--- src/rtl/vad_decision_smoother_if.sv ---
// Bus between the classifier compare stage, the smoother and the host reader.
// Handshake: result_valid is a one-cycle strobe with no back-pressure; a record moves
// from out_data to the host on every rising clk where out_valid and out_ready are both 1.
// While out_valid is 1 and out_ready is 0, out_data stays stable.
interface vad_decision_smoother_if #(
  parameter int FIDX_W = 8
) ();
  logic [1:0]      result_in;
  logic            result_valid;
  logic            out_valid;
  logic            out_ready;
  logic [FIDX_W:0] out_data;

  modport master (output result_in, result_valid, out_ready, input out_valid, out_data);
  modport slave  (input result_in, result_valid, out_ready, output out_valid, out_data);
endinterface

--- src/rtl/vad_decision_smoother.sv ---
// Turns per-frame class codes into a smoothed speech/non-speech decision (onset + hangover)
// and queues {vad_flag, frame_idx} records in a show-ahead FIFO for the host.
module vad_decision_smoother #(
  parameter int ONSET_FRAMES = 3,
  parameter int HANG_FRAMES  = 2,
  parameter int FIDX_W       = 8,
  parameter int DEPTH        = 4
) (
  input  logic                   clk,
  input  logic                   rst_n,
  input  logic                   clear,
  vad_decision_smoother_if.slave bus,
  output logic                   vad_flag,
  output logic                   overflow,
  output logic                   code_err,
  output logic [1:0]             fsm_state
);
  localparam int CW = (ONSET_FRAMES < 2) ? 1 : $clog2(ONSET_FRAMES + 1);
  localparam int HW = (HANG_FRAMES < 2) ? 1 : $clog2(HANG_FRAMES + 1);
  localparam int AW = $clog2(DEPTH);
  localparam int RW = FIDX_W + 1;
  localparam logic [AW:0] FULL_CNT = (AW + 1)'(DEPTH);

  typedef enum logic [1:0] {SILENCE = 2'd0, ONSET = 2'd1, SPEECH = 2'd2, HANGOVER = 2'd3} state_t;

  state_t            state, state_n;
  logic [CW-1:0]     cnt, cnt_n;
  logic [HW-1:0]     hcnt, hcnt_n;
  logic              vad_n;
  logic              is_s, is_n, frame_evt;
  logic [FIDX_W-1:0] frame_idx;

  logic [RW-1:0]     mem [DEPTH];
  logic [AW-1:0]     wr_ptr, rd_ptr;
  logic [AW:0]       count;
  logic              full, pop, push_ok;

  // Codes 00 and 11 are not frames: they neither step the FSM nor consume an index.
  assign is_s      = (bus.result_in == 2'b10);
  assign is_n      = (bus.result_in == 2'b01);
  assign frame_evt = bus.result_valid & (is_s | is_n);
  assign fsm_state = state;

  always_ff @(posedge clk or negedge rst_n) begin
    if (!rst_n) begin
      state    <= SILENCE;
      cnt      <= '0;
      hcnt     <= '0;
      vad_flag <= 1'b0;
    end else if (clear) begin
      state    <= SILENCE;
      cnt      <= '0;
      hcnt     <= '0;
      vad_flag <= 1'b0;
    end else begin
      state    <= state_n;
      cnt      <= cnt_n;
      hcnt     <= hcnt_n;
      vad_flag <= vad_n;
    end
  end

  always_comb begin
    state_n = state;
    cnt_n   = cnt;
    hcnt_n  = hcnt;
    if (frame_evt) begin
      case (state)
        SILENCE: if (is_s) begin
          cnt_n   = CW'(1);
          state_n = (ONSET_FRAMES == 1) ? SPEECH : ONSET;
        end
        ONSET: if (is_s) begin
          cnt_n = cnt + 1'b1;
          if (cnt + 1'b1 == CW'(ONSET_FRAMES)) state_n = SPEECH;
        end else begin
          cnt_n   = '0;
          state_n = SILENCE;
        end
        SPEECH: if (is_n) begin
          hcnt_n  = HW'(HANG_FRAMES);
          state_n = (HANG_FRAMES == 0) ? SILENCE : HANGOVER;
        end
        HANGOVER: if (is_s) begin
          state_n = SPEECH;
        end else if (hcnt == HW'(1)) begin
          state_n = SILENCE;
        end else begin
          hcnt_n = hcnt - 1'b1;
        end
        default: state_n = SILENCE;
      endcase
    end
  end

  always_comb begin
    vad_n = (state_n == SPEECH) || (state_n == HANGOVER);
  end

  always_ff @(posedge clk or negedge rst_n) begin
    if (!rst_n) begin
      frame_idx <= '0;
      code_err  <= 1'b0;
    end else if (clear) begin
      frame_idx <= '0;
      code_err  <= 1'b0;
    end else begin
      if (frame_evt) frame_idx <= frame_idx + 1'b1;
      if (bus.result_valid && bus.result_in == 2'b11) code_err <= 1'b1;
    end
  end

  // A full FIFO still accepts a push when the head leaves in the same cycle.
  assign full    = (count == FULL_CNT);
  assign pop     = bus.out_valid & bus.out_ready;
  assign push_ok = frame_evt & (~full | pop);

  always_ff @(posedge clk or negedge rst_n) begin
    if (!rst_n) begin
      wr_ptr   <= '0;
      rd_ptr   <= '0;
      count    <= '0;
      overflow <= 1'b0;
    end else if (clear) begin
      wr_ptr   <= '0;
      rd_ptr   <= '0;
      count    <= '0;
      overflow <= 1'b0;
    end else begin
      if (push_ok) wr_ptr <= wr_ptr + 1'b1;
      if (pop)     rd_ptr <= rd_ptr + 1'b1;
      case ({push_ok, pop})
        2'b10:   count <= count + 1'b1;
        2'b01:   count <= count - 1'b1;
        default: count <= count;
      endcase
      if (frame_evt && full && !pop) overflow <= 1'b1;
    end
  end

  always_ff @(posedge clk) begin
    if (push_ok) mem[wr_ptr] <= {vad_n, frame_idx};
  end

  assign bus.out_valid = (count != '0);
  assign bus.out_data  = bus.out_valid ? mem[rd_ptr] : '0;
endmodule

--- src/flat_wrapper.sv ---
// flat-port wrapper written by rule: the top's interface ports become plain ports
module vad_decision_smoother_flat 
#(
  parameter int ONSET_FRAMES = 3,
  parameter int HANG_FRAMES  = 2,
  parameter int FIDX_W       = 8,
  parameter int DEPTH        = 4
)
  (clk, rst_n, clear, vad_flag, overflow, code_err, fsm_state, bus_result_in, bus_result_valid, bus_out_ready, bus_out_valid, bus_out_data);
  vad_decision_smoother_if #(.FIDX_W(FIDX_W)) bus_i ();
  input  logic clk;
  input  logic rst_n;
  input  logic clear;
  output logic vad_flag;
  output logic overflow;
  output logic code_err;
  output logic [1:0] fsm_state;
  input wire logic [$bits(bus_i.result_in)-1:0] bus_result_in;
  input wire logic [$bits(bus_i.result_valid)-1:0] bus_result_valid;
  input wire logic [$bits(bus_i.out_ready)-1:0] bus_out_ready;
  output wire logic [$bits(bus_i.out_valid)-1:0] bus_out_valid;
  output wire logic [$bits(bus_i.out_data)-1:0] bus_out_data;
  assign bus_i.result_in = bus_result_in;
  assign bus_i.result_valid = bus_result_valid;
  assign bus_i.out_ready = bus_out_ready;
  assign bus_out_valid = bus_i.out_valid;
  assign bus_out_data = bus_i.out_data;
  vad_decision_smoother #(.ONSET_FRAMES(ONSET_FRAMES), .HANG_FRAMES(HANG_FRAMES), .FIDX_W(FIDX_W), .DEPTH(DEPTH)) u_core (.clk(clk), .rst_n(rst_n), .clear(clear), .bus(bus_i), .vad_flag(vad_flag), .overflow(overflow), .code_err(code_err), .fsm_state(fsm_state));
endmodule
--- config.mk ---
export PLATFORM = sky130hd
export DESIGN_NAME = vad_decision_smoother_flat
export DESIGN_NICKNAME = d
export VERILOG_FILES = /design/src/rtl/vad_decision_smoother_if.sv /design/src/rtl/vad_decision_smoother.sv /design/src/flat_wrapper.sv
export SDC_FILE = /design/constraint.sdc
export NUM_CORES = 1
export LEC_CHECK = 0
export CORE_ASPECT_RATIO = 0.5
export CORE_MARGIN = 2
export CORE_UTILIZATION = 29
export DETAILED_ROUTE_END_ITERATION = 6
export GPL_TIMING_DRIVEN = 0
export SYNTH_ARGS = -nofsm -noshare
export SYNTH_HDL_FRONTEND = slang
export SYNTH_SLANG_ARGS = --single-unit
--- constraint.sdc ---
create_clock -name clk -period 5.5 [get_ports clk]
set_input_delay 1.65 -clock clk [delete_from_list [all_inputs] [get_ports clk]]
set_output_delay 1.65 -clock clk [all_outputs]
set_load 0.1 [all_outputs]
==> results_dict.tcl, run 1 <==
set metrics [dict create \
    cp-endpoint "bus_out_data[3]" \
    setup_viol 0 \
    synth_compound_gate_area_share_pct 6.25 \
    total_power_mw 1.54 \
    crit_type "flip-flop to primary output" \
    clkTransAtPathRegs_ns 0.05 \
    crit_fanout 10 \
    h-tree-depth 3 \
    synth_fa_ha_area_share_pct 5.66 \
    finalCriticalPeriod_ns 4.44 \
    first_global_vias 1716 \
    drtPass1Iterations 4 \
    grt_pass1_wl_um 8500 \
    die_h_um 73.3 \
    synth_xor_area_share_pct 3.15 \
    period_share_pct 80.7 \
    hold_ws_ns 0.506 \
    cts.sinks 60 \
    num-nets-final 253 \
    syn-cell-area_um2 2780 \
    yosys.area_share.simple_pct 12.8 \
    drtIter0Drc 58 \
    hold_path_class "flip-flop to flip-flop" \
    area_growth_pct 24.0 \
    post-cts-setup-buffers 0 \
    placedCellCount 344 \
    cp-startpoint "u_core.count[1]" \
    relSlewSlack_pct 23.4 \
    place_congestion 0.771 \
    utilization_pct 36.8 \
    syn-instance-count 203 \
    grt_max_degree 25 \
    die_x_um 143 \
    n_antenna_cell 0 \
    rsz0062_at_grt "no" \
    p_leak_nw 1.36 \
    worstMarginPinSlew_ns 1.14 \
    synth_edf_count 36 \
    overflow 0 \
    power_frac_clock_pct 38.0 \
    die-area_um2 10400 \
    cap_violations 0 \
    ys.flop_type "edfxtp_1" \
    fmax_mhz 225 \
    vias 1639 \
    synthArstFlopShare_pct 40.0 \
    synth.distinct_cells 43 \
    hold_viol_final 0 \
    synth_nets 222 \
    start_util_pct 29.7 \
    status "completed" \
    io_buffers 20 \
    reg2reg_depth 8 \
    startpoint_type "flip-flop" \
    hpwl_um 3400 \
    synth_top_family_by_area "simple AND/OR/NAND/NOR gates" \
    p_sw_share_pct 33.6 \
    clk_latency_ns 0.32 \
    synth_warnings 0 \
    cp.arrival_ns 2.79 \
    ys_seq_area_share_pct 60.4 \
    p_per_area_nw_per_um2 447 \
    finalSetupTns_ns 0 \
    syn_area_per_cell_um2 13.7 \
    antenna_found_initial 0 \
    combinationalPowerShare_pct 28.5 \
    drc 0 \
    coreArea_um2 9380 \
    r2r-start "u_core.count[0]" \
    slew_violations 0 \
    crit_required_ns 3.85 \
    wire_per_inst_um 14.1 \
    end_kind "primary output" \
    drive_gt1_share_pct 15.1 \
    fin_worst_skew_ns 0.00506 \
    cts_buffers 9 \
    r2r_slack_ns 3.52 \
    hold_start "u_core.cnt[0]" \
    switching_power_mw 0.518 \
    internal_power_mw 1.03 \
    viasPerCell 4.55 \
    final_cells 360 \
    mostFrequentLayoutCells "36 x edfxtp_1, 24 x dfrtp_1, 20 x clkdlybuf4s50_1" \
    std_cell_rows 25 \
    ioPinCount 22 \
    final_common_cell "edfxtp_1" \
    postCtsHoldBufs 0 \
    reg2reg_to "u_core.count[2]" \
    synthMuxAreaShare_pct 8.81 \
    clock_path_buffers 2 \
    cts_root_buf "clkbuf_16" \
    cts_tree "built" \
    synth-seq-cells 60 \
    grt_util_all_layers_pct 11.1 \
    wl_um 5070 \
    ctsResizeCount 0 \
    peakVddDrop_mv 0.187 \
    pwr-share-seq_pct 33.5 \
    antenna_left 0 \
]
worst max-delay path, cell delays in order, from the launching register on:
cell and delay, ns:
dfrtp_1 0.53, or3_4 0.21, clkbuf_1 0.38, and2_1 0.20, clkdlybuf4s50_1 1.14
worst min-delay path by stage:
stage | slack, ns | to | depth (start not counted)
after floorplan | 0.48 | u_core.cnt[0] | 1
after CTS | 0.51 | u_core.cnt[0] | 1
after global routing | 0.53 | u_core.cnt[0] | 1
after global placement | 0.49 | u_core.cnt[0] | 1
final | 0.51 | u_core.cnt[0] | 1
after detailed placement | 0.50 | u_core.cnt[0] | 1
cell families after synthesis:
family / Yosys count
compound gates: 24
xor+xnor: 10
fa+ha+maj: 12
buf+inv: 19
flops: 60
mux: 13
simple gates: 65
cells in the mapped netlist, drive strengths merged, types with 2 or more instances:
cell / number / area (um2)
mux4: 9 / 203
nand3: 2 / 10.0
and2: 14 / 87.6
nand4: 3 / 18.8
nand2: 6 / 22.5
inv: 9 / 33.8
dfrtp: 24 / 601
o22ai: 2 / 12.5
a31o: 2 / 17.5
mux2: 2 / 22.5
a31oi: 3 / 18.8
and4: 2 / 17.5
nor2: 20 / 77.6
xor2: 7 / 61.3
mux2i: 2 / 20.0
buf: 3 / 21.3
o21ai: 4 / 20.0
a21oi: 6 / 37.5
ha: 11 / 138
edfxtp: 36 / 1080
nor3b: 2 / 15.0
xnor2: 3 / 26.3
and3: 2 / 12.5
clkbuf: 7 / 26.3
nor2b: 4 / 25.0
nor3: 4 / 20.0
final cells by class:
type | count | area [um2]
clock buffers | 10 | 229
repair buffers | 20 | 200
well taps | 121 | 151
fillers | 882 | 5930
clock inverters | 6 | 88.8
inverters | 9 | 33.8
flip-flops and latches | 60 | 1680
plain buffers | 10 | 47.5
multi-input cells | 124 | 1020
metrics by stage:
stage	setup slack (ns)	cell area [um2]
after floorplan	1.35	2780
after global placement	1.37	3140
after detailed placement	1.35	3140
after CTS	0.978	3450
after global routing	0.917	3450
final	1.06	3450
per-layer routing:
layer | global-route usage, % | vias up | share of wire [%] | wire [um]
met1 | 12.7 | 810 | 44 | 2230
li1 | - | 799 | - | -
met5 | 0 | - | 0 | 0
met3 | 4.43 | 4 | 4.4 | 222
met2 | 19.1 | 26 | 51 | 2570
met4 | 4.29 | 0 | 1.0 | 53
power groups by stage:
| stage | Clock [mW] | Combinational (mW) | Sequential, mW |
|---|---|---|---|
| 4_1_cts | 0.598 | 0.447 | 0.517 |
| 3_5_place_dp | 0 | 0.446 | 0.525 |
| 3_3_place_gp | 0 | 0.441 | 0.524 |
| 2_1_floorplan | 0 | 0.342 | 0.527 |
| 5_1_grt | 0.617 | 0.467 | 0.519 |
| 6_report | 0.587 | 0.440 | 0.517 |
registers in the layout, indices dropped and copies added, names as in the netlist:
signal / count
u_core.wr_ptr: 2
u_core.hcnt: 2
u_core.fsm_state: 2
u_core.frame_idx: 8
u_core.rd_ptr: 2
u_core.cnt: 2
u_core.vad_flag: 1
u_core.count: 3
u_core.mem: 36
u_core.overflow: 1
u_core.code_err: 1
No activity file was read; power rests on OpenSTA's default activity.
==> inputs of run 2 (changes only) <==
==> constraint.sdc (replaced) <==
create_clock -name clk -period 4 [get_ports clk]
set_input_delay 1.2 -clock clk [delete_from_list [all_inputs] [get_ports clk]]
set_output_delay 1.2 -clock clk [all_outputs]
set_load 0.1 [all_outputs]
==> results_dict.tcl, run 2 (synthesized netlist as in run 1, its figures left out) <==
set metrics [dict create \
    grt_pass1_wl_um 8510 \
    vias 1637 \
    final_common_cell "edfxtp_1" \
    hold_start "u_core.cnt[0]" \
    antenna_found_initial 0 \
    rsz0062_at_grt "no" \
    die_h_um 73.3 \
    setup_viol 0 \
    pwr-share-seq_pct 33.9 \
    ctsResizeCount 9 \
    clkTransAtPathRegs_ns 0.05 \
    startpoint_type "flip-flop" \
    start_util_pct 29.7 \
    wl_um 5060 \
    reg2reg_to "u_core.count[2]" \
    reg2reg_depth 8 \
    p_per_area_nw_per_um2 610 \
    n_antenna_cell 0 \
    total_power_mw 2.10 \
    drtIter0Drc 58 \
    hold_viol_final 0 \
    place_congestion 0.771 \
    max_stage_delay_ns 1.23 \
    p_leak_nw 1.39 \
    internal_power_mw 1.39 \
    ioPinCount 22 \
    die_x_um 143 \
    clk_latency_ns 0.32 \
    first_global_vias 1722 \
    cts_buffers 9 \
    worst_slack_ns 0.129 \
    grt_util_all_layers_pct 11.1 \
    crit_type "flip-flop to primary output" \
    r2r_slack_ns 2.02 \
    drive_gt1_share_pct 15.1 \
    fmax_mhz 258 \
    drtPass1Iterations 4 \
    io_buffers 20 \
    slew_violations 0 \
    std_cell_rows 25 \
    num-nets-final 253 \
    peakVddDrop_mv 0.257 \
    coreArea_um2 9380 \
    crit_chain "or3_4 -> clkbuf_1 -> clkdlybuf4s50_1" \
    mostFrequentLayoutCells "36 x edfxtp_1, 24 x dfrtp_1, 19 x nor2_1" \
    fin_worst_skew_ns 0.00452 \
    period_share_pct 96.8 \
    dp_slack_ns 0.296 \
    hpwl_um 3400 \
    postCtsHoldBufs 0 \
    status "completed" \
    switching_power_mw 0.709 \
    cts_tree "built" \
    relSlewSlack_pct 23.7 \
    grt_max_degree 25 \
    cp-startpoint "u_core.count[1]" \
    clock_path_buffers 2 \
    p_sw_share_pct 33.8 \
    largest_reg_flops 36 \
    cap_violations 0 \
    h-tree-depth 3 \
    post-cts-setup-buffers 0 \
    crit_fanout 10 \
    top_regs "u_core.mem x36, u_core.frame_idx x8, u_core.count x3" \
    whs_path_depth 1 \
    slowest_stage "clkdlybuf4s50_1" \
    end_kind "primary output" \
    drc 0 \
    combinationalPowerShare_pct 27.8 \
    overflow 0 \
    wire_per_inst_um 14.0 \
    cp.arrival_ns 2.67 \
    worstMarginPinSlew_ns 1.14 \
    hold_path_class "flip-flop to flip-flop" \
    antenna_left 0 \
    hold_end "u_core.cnt[0]" \
    finalCriticalPeriod_ns 3.87 \
    viasPerCell 4.55 \
    die-area_um2 10400 \
    r2r-start "u_core.count[0]" \
    cts_root_buf "clkbuf_16" \
    top_register "u_core.mem" \
    finalSetupTns_ns 0 \
    power_frac_clock_pct 38.4 \
    cts.sinks 60 \
    crit_required_ns 2.80 \
    area_growth_pct 23.6 \
]
## run 2: layout make-up
cell class | instances | area, um2
sequential | 60 | 1680
timing repair buffer | 20 | 189
clock buffer | 10 | 229
fill | 889 | 5940
multi-input combinational | 124 | 1020
inverter | 9 | 33.8
buffer | 10 | 47.5
clock inverter | 6 | 88.8
tap | 121 | 151
## run 2: metal layers
metal / vias up / GRT usage, % / routed length (um)
li1: 799 / - / -
met5: - / 0 / 0
met4: 0 / 4.29 / 53
met3: 4 / 4.43 / 222
met2: 26 / 19.2 / 2560
met1: 808 / 12.7 / 2220
## run 2: worst max-delay path by stage
stage	endpoint	slack, ns
finish	bus_out_valid	0.13
global route	bus_out_valid	0.02
CTS	bus_out_valid	0.06
detailed placement	bus_out_data[4]	0.30
global placement	bus_out_data[4]	0.32
floorplan	bus_out_data[0]	0.30
## run 2: through the flow
stage | hold WS, ns | cells | area [um2] | utilization [%]
after CTS | 0.510 | 360 | 3440 | 36.7
after global routing | 0.529 | 360 | 3440 | 36.7
after detailed placement | 0.498 | 344 | 3140 | 33.4
final | 0.506 | 360 | 3440 | 36.7
after floorplan | 0.479 | 203 | 2780 | -
after global placement | 0.489 | 344 | 3140 | 33.4
## run 2: critical path, delay by kind of cell, from the launching register on
| family | cells | cell delay [ns] |
|---|---|---|
| flip-flops | 1 | 0.53 |
| buffers and inverters | 2 | 1.61 |
| AND/OR/NAND/NOR | 1 | 0.21 |
## run 2: power groups by stage
stage	Sequential [mW]	Combinational, mW	Clock [mW]
floorplan	0.725	0.471	0
global route	0.714	0.620	0.848
finish	0.711	0.583	0.806
global placement	0.720	0.606	0
CTS	0.711	0.592	0.823
detailed placement	0.722	0.613	0
==> inputs of run 3 (changes only) <==
--- a/config.mk
+++ b/config.mk
@@ -10,6 +10,7 @@
 export CORE_UTILIZATION = 29
 export DETAILED_ROUTE_END_ITERATION = 6
 export GPL_TIMING_DRIVEN = 0
+export SKIP_LAST_GASP = 1
 export SYNTH_ARGS = -nofsm -noshare
 export SYNTH_HDL_FRONTEND = slang
 export SYNTH_SLANG_ARGS = --single-unit
==> results of run 3 <==
The final DEF is identical to that of run 2; final timing and power are the same.
